--- src/rtl/sram22_req_adapter.sv ---
// sram22_req_adapter
//   Client-side front end for a single-port sram22 macro. It turns a
//   valid/ready request stream into per-cycle macro pins. Read data comes
//   back through a 3-entry response FIFO on a valid/ready stream.
//   Optionally, after reset it zero-fills the whole array before accepting
//   any traffic.
//
// Ports
//   clk, rst                 clock shared with the macro; sync active-high reset
//   req_valid/req_ready      request handshake
//   req_we/wmask/addr/din    request fields (wmask ignored for reads)
//   rsp_valid/rsp_ready      read-response handshake (writes produce none)
//   rsp_dout                 read data at the FIFO head
//   sram_we/wmask/addr/din   macro input pins
//   sram_dout                macro read data (registered inside the macro)
//   init_done                high once the array is usable
module sram22_req_adapter #(
    parameter int DATA_WIDTH     = 4,
    parameter int ADDR_WIDTH     = 6,
    parameter int WMASK_WIDTH    = 2,
    parameter bit CLEAR_ON_RESET = 1'b1
) (
    input  logic                   clk,
    input  logic                   rst,
    input  logic                   req_valid,
    output logic                   req_ready,
    input  logic                   req_we,
    input  logic [WMASK_WIDTH-1:0] req_wmask,
    input  logic [ADDR_WIDTH-1:0]  req_addr,
    input  logic [DATA_WIDTH-1:0]  req_din,
    output logic                   rsp_valid,
    input  logic                   rsp_ready,
    output logic [DATA_WIDTH-1:0]  rsp_dout,
    output logic                   sram_we,
    output logic [WMASK_WIDTH-1:0] sram_wmask,
    output logic [ADDR_WIDTH-1:0]  sram_addr,
    output logic [DATA_WIDTH-1:0]  sram_din,
    input  logic [DATA_WIDTH-1:0]  sram_dout,
    output logic                   init_done
);

    typedef enum logic {CLEAR, RUN} state_t;

    state_t                  state, state_nxt;
    logic [ADDR_WIDTH-1:0]   clr_addr;
    logic                    rd_pending;
    logic [DATA_WIDTH-1:0]   fifo_mem [0:2];
    logic [1:0]              wr_ptr, rd_ptr, fifo_count;
    logic [2:0]              credits_used;
    logic                    rd_credit_ok, accept, rd_accept, push, pop;

    function automatic logic [1:0] ptr_inc(input logic [1:0] p);
        return (p == 2'd2) ? 2'd0 : p + 2'd1;
    endfunction

    // Every read in flight holds a FIFO slot, so the FIFO can never overflow.
    // This uses only registered state, so there is no path from rsp_ready.
    assign credits_used = {1'b0, fifo_count} + {2'b00, rd_pending};
    assign rd_credit_ok = (credits_used < 3'd3);

    assign accept    = (state == RUN) && req_valid && (req_we || rd_credit_ok);
    assign rd_accept = accept && !req_we;

    // The macro registers its read data, so it is valid one edge after the read.
    assign push      = rd_pending;
    assign rsp_valid = (fifo_count != 2'd0);
    assign pop       = rsp_valid && rsp_ready;
    assign rsp_dout  = fifo_mem[rd_ptr];

    always_comb begin
        state_nxt  = state;
        req_ready  = 1'b0;
        init_done  = 1'b0;
        sram_we    = 1'b0;
        sram_wmask = '0;
        sram_addr  = '0;
        sram_din   = '0;
        if (state == CLEAR) begin
            sram_we    = 1'b1;
            sram_wmask = '1;
            sram_addr  = clr_addr;
            if (clr_addr == '1)
                state_nxt = RUN;
        end else begin
            init_done = 1'b1;
            req_ready = req_we || rd_credit_ok;
            if (accept) begin
                sram_we    = req_we;
                sram_wmask = req_we ? req_wmask : '0;
                sram_addr  = req_addr;
                sram_din   = req_din;
            end
        end
    end

    always_ff @(posedge clk) begin
        if (rst) begin
            state      <= CLEAR_ON_RESET ? CLEAR : RUN;
            clr_addr   <= '0;
            rd_pending <= 1'b0;
            wr_ptr     <= 2'd0;
            rd_ptr     <= 2'd0;
            fifo_count <= 2'd0;
        end else begin
            state <= state_nxt;
            // The counter wraps to 0 on the last sweep write.
            if (state == CLEAR)
                clr_addr <= clr_addr + 1'b1;
            // A new read on the same edge as a push keeps the flag set.
            rd_pending <= rd_accept;
            if (push)
                wr_ptr <= ptr_inc(wr_ptr);
            if (pop)
                rd_ptr <= ptr_inc(rd_ptr);
            case ({push, pop})
                2'b10:   fifo_count <= fifo_count + 2'd1;
                2'b01:   fifo_count <= fifo_count - 2'd1;
                default: fifo_count <= fifo_count;
            endcase
        end
    end

    // Storage is not reset. The head is a don't-care while rsp_valid is low.
    always_ff @(posedge clk) begin
        if (!rst && push)
            fifo_mem[wr_ptr] <= sram_dout;
    end

endmodule
--- config.mk ---
export PLATFORM = sky130hd
export DESIGN_NAME = sram22_req_adapter
export DESIGN_NICKNAME = d
export VERILOG_FILES = /design/src/rtl/sram22_req_adapter.sv
export SDC_FILE = /design/constraint.sdc
export NUM_CORES = 1
export LEC_CHECK = 0
export CELL_PAD_IN_SITES_DETAIL_PLACEMENT = 1
export CELL_PAD_IN_SITES_GLOBAL_PLACEMENT = 2
export CORE_ASPECT_RATIO = 2
export CORE_MARGIN = 5
export CORE_UTILIZATION = 29
export DETAILED_ROUTE_END_ITERATION = 10
export PLACE_DENSITY_LB_ADDON = 0.1
export SYNTH_ARGS = -nofsm -noshare
export SYNTH_HDL_FRONTEND = slang
export SYNTH_SLANG_ARGS = --single-unit
--- constraint.sdc ---
create_clock -name clk -period 3.9 [get_ports clk]
set_clock_uncertainty 0.15 [all_clocks]
set_input_delay 0.78 -clock clk [delete_from_list [all_inputs] [get_ports clk]]
set_output_delay 0.78 -clock clk [all_outputs]
set_load 0.1 [all_outputs]
== Yosys cells after proc, flatten, opt, wreduce, memory -nomap -nowiden ==
Memories as Yosys holds them, arrays and structs flattened. A register that Yosys moved wholly into a read port is not among the register bits.
Index checks and enable logic that the tools add are counted.
W data, S select, Z words.

* Bits in registers: 14
* Bits in writable memories: 12
* Bits of input ports: 21
* Output and inout port bits: 20
* Word-level logic and storage cells: 49
* Memories kept: 1

* $add $sub $neg: 6
* Order comparisons: 1
* Eq/ne operators: 5
* Muxes and demuxes: 20
* Reduce and logical (&&, ||, !) cells: 10

{| class="wikitable"
|+ Memory list
! memory !! words !! width !! read ports !! clocked after memory_dff !! write ports !! line !! RTL
|-
| fifo_mem || 3 || 4 || 1 || 1 || 1 || 47 || <nowiki>logic [DATA_WIDTH-1:0] fifo_mem [0:2];</nowiki>
|}

{| class="wikitable"
|+ Operator list
! operator !! count
|-
| $mux W2 || 7
|-
| $mux W6 || 2
|-
| $mux W1 || 8
|-
| $mux W4 || 2
|-
| $add A2 B1 Y2 const B || 3
|-
| $add A6 B1 Y6 const B || 1
|-
| $eq A2 B2 Y1 const B || 3
|-
| $eq A6 B6 Y1 const B || 1
|-
| $logic_and A1 B1 Y1 || 5
|-
| $pmux W2 S2 || 1
|-
| $reduce_bool A2 Y1 || 2
|-
| $add A2 B1 Y3 || 1
|-
| $lt A3 B2 Y1 const B || 1
|-
| $eq A2 B1 Y1 const B || 1
|-
| $logic_not A1 Y1 || 2
|-
| $sub A2 B1 Y2 const B || 1
|-
| $logic_or A1 B1 Y1 || 1
|}

== Longest topological paths before layout ==
Gate-level depths: netlist of the first run.

* Word-level depth: 6
* Gate-level depth with buffers: 6
* Depth with buffers taken out: 6

== Worst setup path after synthesis of the first run ==
Ideal clock, no wire load.

* Path kind: input to output
* Start point: in req_we
* End point: out sram_wmask[0]
* Data arrival time: 2.950 ns
* Data required time: 2.970 ns
* Slack: 0.020 ns
* Stages on the path: 2
* Buffers on the path: 0
* Path through: nand2_1 -> o21ai_0

* Cells in the longest elaborated chain, start to end: 4
* Elaborated cells between the ends (all ways): 5
* Classes of those cells: mux (3); reduce/logical (2)

{| class="wikitable"
|+ Ends and longest elaborated chain
! what !! line !! RTL
|-
| start: declaration || 27 || <nowiki>input logic req_we,</nowiki>
|-
| $logic_or A1 B1 Y1 || 61 || <nowiki>assign accept = (state == RUN) && req_valid && (req_we || rd_credit_ok);</nowiki>
|-
| $logic_and A1 B1 Y1 || 61 ||
|-
| $mux W2 (*) || 87 || <nowiki>if (accept) begin</nowiki>
|-
| $mux W2 (*) || 78 || <nowiki>if (state == CLEAR) begin</nowiki>
|-
| end: declaration || 35 || <nowiki>output logic [WMASK_WIDTH-1:0] sram_wmask,</nowiki>
|}

Mark *: on every way between the ends. The rest lies on a longest branch, timed or not.

== Worst setup path in the final report of the first run ==
* Start point: in req_we
* End point: out sram_addr[4]

* Cells in the longest elaborated chain, start to end: 4

{| class="wikitable"
|+ Ends and longest elaborated chain
! what !! line !! RTL
|-
| $logic_or A1 B1 Y1 || 61 ||
|-
| $logic_and A1 B1 Y1 || 61 ||
|-
| $mux W6 || 87 ||
|-
| $mux W6 || 78 ||
|-
| end: declaration || 36 || <nowiki>output logic [ADDR_WIDTH-1:0] sram_addr,</nowiki>
|}

Every way passes these cells.

==> results.sh, run 1 <==
export IMPL_synth_cell_types=28
export IMPL_ys_top_cells_by_area="edfxtp_1 (28%), dfxtp_1 (25%), mux2i_1 (4.7%)"
export IMPL_synth_area_per_cell_um2=10.0
export IMPL_drt_wl_total_mm=3.00
export IMPL_synth_simple_area_share_pct=16.1
export IMPL_post_route_period_util_pct=78.4
export IMPL_hold_class="reg -> reg"
export IMPL_p_sw_share_pct=22.6
export IMPL_gp_congestion=0.699
export IMPL_synth_top_family_by_area="simple AND/OR/NAND/NOR gates"
export IMPL_vias=1024
export IMPL_num_rows=34
export IMPL_synthCells=127
export IMPL_clock_sinks=28
export IMPL_crit_arrival_ns=2.13
export IMPL_fin_setup_tns_ns=0
export IMPL_netlist_area_leader_share_pct=28.3
export IMPL_grt_pass1_vias=1101
export IMPL_detail_route_antenna_nets=0
export IMPL_core_area_mm2=0.00430
export IMPL_nets=192
export IMPL_peakVddDrop_mv=0.138
export IMPL_placement_io_buffers=40
export IMPL_power_clock_fraction_pct=28.5
export IMPL_dr_first_iter_drc_count=12
export IMPL_yosysSeqAreaShare_pct=53.4
export IMPL_dp_hpwl_mm=2.49
export IMPL_status="complete, no violations"
export IMPL_numCtsBuffers=3
export IMPL_cts_tree="done"
export IMPL_power_leakage_nw=0.715
export IMPL_grt_max_degree=19
export IMPL_power_density_mw_per_mm2=305
export IMPL_holdBufCountCts=0
export IMPL_postCtsSetupBuffers=0
export IMPL_synthAdderAreaFrac_pct=3.93
export IMPL_timing_final_hold_violations=0
export IMPL_crit_required_ns=2.97
export IMPL_clock_tree_root_cell="clkbuf_8"
export IMPL_synth_compound_area_share_pct=10.1
export IMPL_die_y_um=104
export IMPL_antenna_found_initial=0
export IMPL_synthesis_nets=152
export IMPL_max_cap_viol_count=0
export IMPL_wl_per_cell_um=13.7
export IMPL_crit_type="in -> out"
export IMPL_rsz0062_at_grt="no"
export IMPL_grt_total_usage_pct=10.4
export IMPL_die_area_mm2=0.00590
export IMPL_die_w_um=56.9
export IMPL_gr_total_overflow=0
export IMPL_ys_ff_latch=28
export IMPL_finalSetupViolCount=0
export IMPL_netlist_area_mm2=0.00127
export IMPL_initial_core_util_pct=29.7
export IMPL_clk_path_buf_depth=2
export IMPL_top_level_ports=41
export IMPL_maxSlewViolCount=0
export IMPL_via_per_inst=4.68
export IMPL_syn_to_final_growth_pct=34.0
export IMPL_tightest_slew_ns=0.685
export IMPL_worstSkewPairLatency_ns=0.26
export IMPL_drive_gt1_share_pct=15.8
export IMPL_dpl_worst_slack_ns=0.808
export IMPL_htreeDepth=1
export IMPL_cp_start_kind="primary input"
export IMPL_fin_ws_ns=0.842
export IMPL_clkTransAtPathRegs_ns=0.09
export IMPL_yosysWarnings=0
export IMPL_firstDrtPassIters=3
export IMPL_seq_power_share_pct=60.0
export IMPL_p_int_mw=0.403
export IMPL_p_comb_share_pct=11.5
export IMPL_yosysTopAreaCell="edfxtp_1"
export IMPL_cts_resized_gates=0
export IMPL_synthMuxAreaShare_pct=5.59
export IMPL_p_sw_mw=0.117
export IMPL_grt_pass1_wl_mm=4.86
export IMPL_crit_fanout=7
export IMPL_relSlewSlack_pct=54.0
export IMPL_fmax_mhz=327
export IMPL_min_period_ns=3.06
export IMPL_cp_end_kind="output pin"
export IMPL_synth_xor_area_share_pct=4.12
export IMPL_drc=0
export IMPL_antennaDiodeCount=0
cell usage in the layout, fill, tap and decap left out, types with 4 or more instances in the layout:
cell / count
o21ai_0: 8
ha_1: 4
o22ai_1: 6
dfxtp_1: 16
edfxtp_1: 12
inv_1: 16
clkdlybuf4s50_1: 20
mux2i_1: 6
and3_1: 5
xnor2_1: 4
nor2_1: 10
a21oi_1: 5
nand2_1: 10
buf_4: 20
cell type report:
class	instances	area [µm²]
Clock buffer	3	41.3
Multi-Input combinational cell	78	508
Tap cell	54	67.6
Timing Repair Buffer	40	350
Sequential cell	28	681
Fill cell	493	2590
Inverter	16	60.1
synth_stat cells, drive strengths merged:
library cell   n
nor2          10
o21ai          9
nand3b         1
xor2           2
inv           16
nor3           3
nand4b         2
xnor2          4
nand2b         1
and3           5
nand2         10
clkbuf         4
mux2           1
mux2i          6
dfxtp         16
a21oi          5
buf            1
o21a           1
o211ai         1
edfxtp        12
a31oi          1
o22ai          6
or3            3
ha             4
nor2b          2
or2            1
worst paths after layout:
check,from,endpoint,slack (ns),cells after the start
worst max-delay path,req_we,sram_addr[4],0.84,4
worst min-delay path,wr_ptr[1]$_SDFFE_PP0P_,wr_ptr[1]$_SDFFE_PP0P_,0.34,2
worst max register to register,fifo_count[0]$_SDFFE_PP0P_,fifo_count[1]$_SDFFE_PP0P_,2.07,5
worst min register to register,wr_ptr[1]$_SDFFE_PP0P_,wr_ptr[1]$_SDFFE_PP0P_,0.34,2
logic make-up (layout without fill, tap and decap cells):
family / after synthesis / in the layout
muxes: 7 / 7
xor gates and xnor gates: 6 / 6
DFF: 28 / 28
buffers and inverters: 21 / 59
adders and majority gates: 4 / 4
and+or+nand+nor: 38 / 38
AOI/OAI and AO/OA: 23 / 23
stage by stage:
step / hold WS [ns] / power, mW / instance area, µm² / cells / utilization, %
floorplan: 0.304 / 0.350 / 1270 / 127 / -
global placement: 0.323 / 0.378 / 1670 / 216 / 38.8
detailed placement: 0.330 / 0.380 / 1670 / 216 / 38.8
CTS: 0.344 / 0.530 / 1710 / 219 / 39.7
global route: 0.368 / 0.545 / 1710 / 219 / 39.7
finish: 0.341 / 0.521 / 1710 / 219 / 39.7
power by group through the flow:
stage / clock [mW] / combinational, mW / sequential (mW)
3_3_place_gp: 0 / 0.0594 / 0.319
4_1_cts: 0.156 / 0.0610 / 0.312
5_1_grt: 0.169 / 0.0642 / 0.313
6_report: 0.148 / 0.0601 / 0.312
2_1_floorplan: 0 / 0.0323 / 0.318
3_5_place_dp: 0 / 0.0607 / 0.319
state kept, by name, indices dropped and copies added (netlist names), named ones only:
register	count
push	1
fifo_count	2
fifo_mem	12
clr_addr	6
state	1
rd_ptr	2
wr_ptr	2
layer usage:
| metal | vias up | GRT usage [%] | wire [µm] |
|---|---|---|---|
| li1 | 509 | - | - |
| met1 | 473 | 9.40 | 1050 |
| met2 | 38 | 20.0 | 1720 |
| met3 | 4 | 2.62 | 180 |
| met4 | 0 | 5.47 | 53 |
| met5 | - | 0 | 0 |
critical path, stage by stage:
cell,delay (ns)
clkdlybuf4s50_1,0.46
o211ai_1,0.48
o22ai_1,0.14
buf_4,0.26
Power figures use the tool's default switching activity.
==> inputs of run 2 (changes only) <==
--- a/config.mk
+++ b/config.mk
@@ -9,7 +9,7 @@
 export CELL_PAD_IN_SITES_GLOBAL_PLACEMENT = 2
 export CORE_ASPECT_RATIO = 2
 export CORE_MARGIN = 5
-export CORE_UTILIZATION = 29
+export CORE_UTILIZATION = 24
 export DETAILED_ROUTE_END_ITERATION = 10
 export PLACE_DENSITY_LB_ADDON = 0.1
 export SYNTH_ARGS = -nofsm -noshare
==> constraint.sdc (replaced) <==
create_clock -name clk -period 2.74 [get_ports clk]
set_clock_uncertainty 0.15 [all_clocks]
set_input_delay 0.548 -clock clk [delete_from_list [all_inputs] [get_ports clk]]
set_output_delay 0.548 -clock clk [all_outputs]
set_load 0.1 [all_outputs]
==> run 2 against run 1 <==
Combinational power increased by 80%. Sequential cell count stayed put. Sequential power rose by 43%. Via count rose by 2.9%. Total power up 54%. Worst setup slack got worse by 0.65 ns. Design area is 20% higher. Non-clock buffer count is 3 higher. Critical path depth is 3 higher. Core utilization increased by 0.060 points. Register-to-register slack lost 1.2 ns. Critical path type is now reg -> out.
==> results.sh, run 2 (synthesis results as in run 1) <==
export IMPL_rsz0062_at_grt="no"
export IMPL_clock_tree_root_cell="clkbuf_8"
export IMPL_tightest_slew_ns=0.758
export IMPL_rrSetupSlack_ns=0.90
export IMPL_dpl_worst_slack_ns=0.234
export IMPL_timing_final_hold_violations=0
export IMPL_core_area_mm2=0.00514
export IMPL_largest_register="fifo_mem"
export IMPL_final_common_cell="clkdlybuf4s50_1"
export IMPL_num_rows=37
export IMPL_via_per_inst=4.64
export IMPL_grt_pass1_wl_mm=5.60
export IMPL_finalSetupViolCount=0
export IMPL_postCtsSetupBuffers=0
export IMPL_clk_path_buf_depth=2
export IMPL_top_level_ports=41
export IMPL_crit_type="reg -> out"
export IMPL_placed_cell_area_mm2=0.00199
export IMPL_nets=195
export IMPL_min_period_ns=2.55
export IMPL_drt_wl_total_mm=3.44
export IMPL_dr_first_iter_drc_count=11
export IMPL_fin_setup_tns_ns=0
export IMPL_antennaDiodeCount=0
export IMPL_grt_total_usage_pct=10.7
export IMPL_antenna_found_initial=0
export IMPL_htreeDepth=1
export IMPL_dp_hpwl_mm=2.99
export IMPL_fmax_mhz=393
export IMPL_die_area_mm2=0.00696
export IMPL_final_cell_mix="clkdlybuf4s50_1 (20), inv_1 (16), buf_12 (14)"
export IMPL_syn_to_final_growth_pct=60.5
export IMPL_post_route_util_pct=39.8
export IMPL_numCtsBuffers=3
export IMPL_fin_ws_ns=0.193
export IMPL_initial_core_util_pct=24.8
export IMPL_seqCellArea_um2=684
export IMPL_cp_end_kind="output pin"
export IMPL_peakVddDrop_mv=0.227
export IMPL_crit_required_ns=2.04
export IMPL_drc=0
export IMPL_holdBufCountCts=0
export IMPL_reg_top3="fifo_mem: 12 flops, clr_addr: 6 flops"
export IMPL_power_density_mw_per_mm2=391
export IMPL_crit_arrival_ns=1.85
export IMPL_vias=1054
export IMPL_gr_total_overflow=0
export IMPL_wl_per_cell_um=15.1
export IMPL_grt_max_degree=16
export IMPL_fillers=571
export IMPL_cts_resized_gates=0
export IMPL_clkTransAtPathRegs_ns=0.08
export IMPL_gp_congestion=0.683
export IMPL_detail_route_antenna_nets=0
export IMPL_die_y_um=113
export IMPL_placement_io_buffers=40
export IMPL_die_w_um=61.5
export IMPL_multi_input_area_um2=626
export IMPL_clock_sinks=28
export IMPL_hold_class="reg -> reg"
export IMPL_crit_fanout=7
export IMPL_cts_tree="done"
export IMPL_worstSkewPairLatency_ns=0.27
export IMPL_cp_start_kind="flop"
export IMPL_maxSlewViolCount=0
export IMPL_drive_gt1_share_pct=29.0
export IMPL_worst_hold_slack_ns=0.359
export IMPL_final_area_mm2=0.00205
export IMPL_post_route_period_util_pct=92.9
export IMPL_status="complete, no violations"
export IMPL_largest_register_ffs=12
export IMPL_firstDrtPassIters=4
export IMPL_grt_pass1_vias=1193
export IMPL_max_cap_viol_count=0
export IMPL_relSlewSlack_pct=49.1
export IMPL_power_leakage_nw=0.795
run 2: cell count changes in the layout (fill, tap and decap cells not counted), moves of 5 or more:
cell / before / now
buf_12: 0 / 14
o22ai_4: 0 / 5
buf_4: 20 / 9
o21ai_0: 8 / 2
o22ai_1: 6 / 0
run 2: final cells by class:
| cell class | count | share of cell area (%) |
|---|---|---|
| clock buffer | 4 | 2.69 |
| inverter | 16 | 2.94 |
| multi-input combinational | 78 | 30.6 |
| sequential | 28 | 33.5 |
| tap | 58 | 3.55 |
| timing repair buffer | 43 | 26.8 |
run 2: power breakdown:
part / total [mW] / internal [mW] / switching, mW
Sequential: 0.445 / 0.438 / 0.00695
Clock: 0.247 / 0.128 / 0.118
Combinational: 0.108 / 0.0526 / 0.0556
run 2: path summary, 6_finish.rpt:
check | cells after the start | start | end
setup / recovery | 7 | fifo_count[0]$_SDFFE_PP0P_ | sram_addr[5]
hold reg to reg | 2 | rd_ptr[0]$_SDFFE_PP0N_ | rd_ptr[0]$_SDFFE_PP0N_
hold / removal | 2 | rd_ptr[0]$_SDFFE_PP0N_ | rd_ptr[0]$_SDFFE_PP0N_
setup reg to reg | 5 | fifo_count[1]$_SDFFE_PP0P_ | fifo_count[1]$_SDFFE_PP0P_
run 2: per-stage QoR:
step                power, mW  std cells
floorplan               0.508        127
global placement        0.562        223
detailed placement      0.564        223
CTS                     0.812        227
global route            0.841        227
finish                  0.799        227
run 2: layer usage:
layer / up-vias / share of wire [%] / global-route usage [%]
li1: 515 / - / -
met1: 510 / 31 / 10.0
met2: 27 / 64 / 21.4
met3: 2 / 4.6 / 1.94
met4: 0 / 0.70 / 2.97
met5: - / 0 / 0
run 2: worst max-delay path, stage by stage, from the launching register on:
cell and delay [ns]:
dfxtp_2 0.41, ha_4 0.16, ha_4 0.19, a21oi_2 0.14
o211ai_1 0.11, buf_4 0.21, o22ai_4 0.16, buf_12 0.20
==> inputs of run 3 (changes only) <==
--- a/config.mk
+++ b/config.mk
@@ -9,7 +9,7 @@
 export CELL_PAD_IN_SITES_GLOBAL_PLACEMENT = 2
 export CORE_ASPECT_RATIO = 2
 export CORE_MARGIN = 5
-export CORE_UTILIZATION = 24
+export CORE_UTILIZATION = 27
 export DETAILED_ROUTE_END_ITERATION = 10
 export PLACE_DENSITY_LB_ADDON = 0.1
 export SYNTH_ARGS = -nofsm -noshare
==> constraint.sdc (replaced) <==
create_clock -name clk -period 2.4 [get_ports clk]
set_clock_uncertainty 0.15 [all_clocks]
set_input_delay 0.48 -clock clk [delete_from_list [all_inputs] [get_ports clk]]
set_output_delay 0.48 -clock clk [all_outputs]
set_load 0.1 [all_outputs]
==> run 3 against run 2 <==
Count of clock-buffer cells in the layout is 1 lower. Register-to-register slack worse by 0.41 ns. Sequential cell count stayed put. Non-clock buffer count is 5 higher. Clock power is 47% higher. Global-route usage is 1.3 points higher. Worst setup slack worse by 0.19 ns. Via count is 0.38% higher. Wire length is 0.29% lower. Critical path type unchanged. Largest power group unchanged.
==> results.sh, run 3 (synthesis results as in run 1) <==
export IMPL_status="complete, no violations"
export IMPL_fin_ws_ns=0.00594
export IMPL_maxSlewViolCount=0
export IMPL_power_density_mw_per_mm2=450
export IMPL_crit_type="reg -> out"
export IMPL_cts_tree="done"
export IMPL_gp_congestion=0.655
export IMPL_dp_hpwl_mm=2.89
export IMPL_firstDrtPassIters=4
export IMPL_largest_register="fifo_mem"
export IMPL_final_common_cell="clkdlybuf4s50_1"
export IMPL_clock_tree_root_cell="clkbuf_8"
export IMPL_final_area_mm2=0.00221
export IMPL_fin_setup_tns_ns=0
export IMPL_grt_pass1_wl_mm=5.82
export IMPL_drt_wl_total_mm=3.43
export IMPL_syn_to_final_growth_pct=73.7
export IMPL_clock_sinks=28
export IMPL_vias=1058
export IMPL_r2r_start="fifo_count[0]$_SDFFE_PP0P_"
export IMPL_rsz0062_at_grt="yes"
export IMPL_antennaDiodeCount=0
export IMPL_crit_fanout=7
export IMPL_hold_class="reg -> reg"
export IMPL_cpMaxStageDelayCell="dfxtp_4"
export IMPL_slowest_delay_ns=0.36
export IMPL_finalSetupViolCount=0
export IMPL_initial_core_util_pct=27.7
export IMPL_grt_total_usage_pct=12.0
export IMPL_wl_met3_um=169
export IMPL_cpMostUsedCell="ha_4"
export IMPL_dp_cells=223
export IMPL_final_cell_mix="clkdlybuf4s50_1 (20), buf_12 (19), inv_1 (16)"
export IMPL_power_leakage_nw=0.853
export IMPL_crit_required_ns=1.77
export IMPL_detail_route_antenna_nets=0
export IMPL_timing_final_hold_violations=0
export IMPL_placed_cell_area_mm2=0.00211
export IMPL_peakVddDrop_mv=0.325
export IMPL_drive_gt1_share_pct=33.9
export IMPL_die_area_mm2=0.00628
export IMPL_clkTransAtPathRegs_ns=0.09
export IMPL_htreeDepth=1
export IMPL_via_per_inst=4.62
export IMPL_antenna_found_initial=0
export IMPL_top_level_ports=41
export IMPL_max_cap_viol_count=0
export IMPL_drc=0
export IMPL_clk_path_buf_depth=2
export IMPL_reg_top3="fifo_mem: 12 flops, clr_addr: 6 flops"
export IMPL_hp_start="rd_ptr[0]$_SDFFE_PP0N_"
export IMPL_crit_arrival_ns=1.76
export IMPL_die_y_um=107
export IMPL_worstSkewPairLatency_ns=0.27
export IMPL_highest_layer="met4"
export IMPL_final_cells=229
export IMPL_relSlewSlack_pct=70.6
export IMPL_tightest_slew_ns=0.439
export IMPL_core_area_mm2=0.00460
export IMPL_critPathLaunch="fifo_count[0]$_SDFFE_PP0P_"
export IMPL_largest_register_ffs=12
export IMPL_post_route_period_util_pct=99.8
export IMPL_fmax_mhz=418
export IMPL_placement_io_buffers=40
export IMPL_cp_start_kind="flop"
export IMPL_die_w_um=58.6
export IMPL_min_period_ns=2.39
export IMPL_wl_met1_mm=1.07
export IMPL_nets=200
export IMPL_dr_first_iter_drc_count=17
export IMPL_gr_total_overflow=0
export IMPL_grt_max_degree=17
export IMPL_wl_per_cell_um=15.0
export IMPL_num_rows=35
export IMPL_numCtsBuffers=3
export IMPL_crit_chain="ha_4 -> ha_4 -> a21oi_4 -> o211ai_1 -> buf_6 -> o22ai_4 -> buf_12"
export IMPL_met2RoutedLength_mm=2.14
export IMPL_grt_pass1_vias=1278
export IMPL_cp_end_kind="output pin"
export IMPL_dpl_worst_slack_ns=0.0871
[run 3: cell count changes in the layout (fill, tap and decap cells not counted), sizes merged]
cell	delta
buf	+5
bufinv	+1
clkbuf	-1
[run 3: path summary, 6_finish.rpt]
path / end / slack (ns) / depth (start not counted)
max: sram_addr[3] / 0.006 / 7
max reg2reg: fifo_count[1]$_SDFFE_PP0P_ / 0.49 / 6
min: rd_ptr[0]$_SDFFE_PP0N_ / 0.35 / 2
min reg2reg: rd_ptr[0]$_SDFFE_PP0N_ / 0.35 / 2
[run 3: power by group]
part / switching [mW] / internal [mW]
combinational: 0.0649 / 0.0621
clock: 0.140 / 0.223
sequential: 0.00800 / 0.498
total: 0.213 / 0.783
[run 3: stage by stage]
| stage | util [%] | power, mW | hold WS, ns |
|---|---|---|---|
| after floorplan | - | 0.581 | 0.304 |
| after global placement | 45.9 | 0.644 | 0.323 |
| after detailed placement | 45.9 | 0.647 | 0.347 |
| after CTS | 48.2 | 1.01 | 0.364 |
| after global routing | 48.2 | 1.03 | 0.392 |
| final | 48.2 | 0.996 | 0.352 |
[run 3: worst max-delay path: cells and delay by family, from the launching register on]
family                   cells  cell delay (ns)
AO/OA/AOI/OAI                3             0.37
adder cells (fa/ha/maj)      2             0.40
buffers and inverters        2             0.37
flip-flops                   1             0.36
[run 3: repair_timing]
item                       4_1_cts  5_1_grt
pin swaps                        9        0
hold buffers                     0        0
gates cloned                     0        0
setup buffers                    2        0
gates resized for setup          4        0
setup endpoints to repair       10       10
[run 3: cell type report]
cell class	count	area, µm²
Tap cell	55	68.8
Clock inverter	1	30.0
Sequential cell	28	689
Multi-Input combinational cell	78	673
Timing Repair Buffer	48	652
Inverter	16	60.1
Fill cell	483	2380
Clock buffer	3	41.3
[run 3: per-layer routing]
metal  track usage (%)  up-vias
met3              2.77        4
met2              24.5       28
met4              3.89        0
li1                  -      526
met5                 0        -
met1              10.8      500
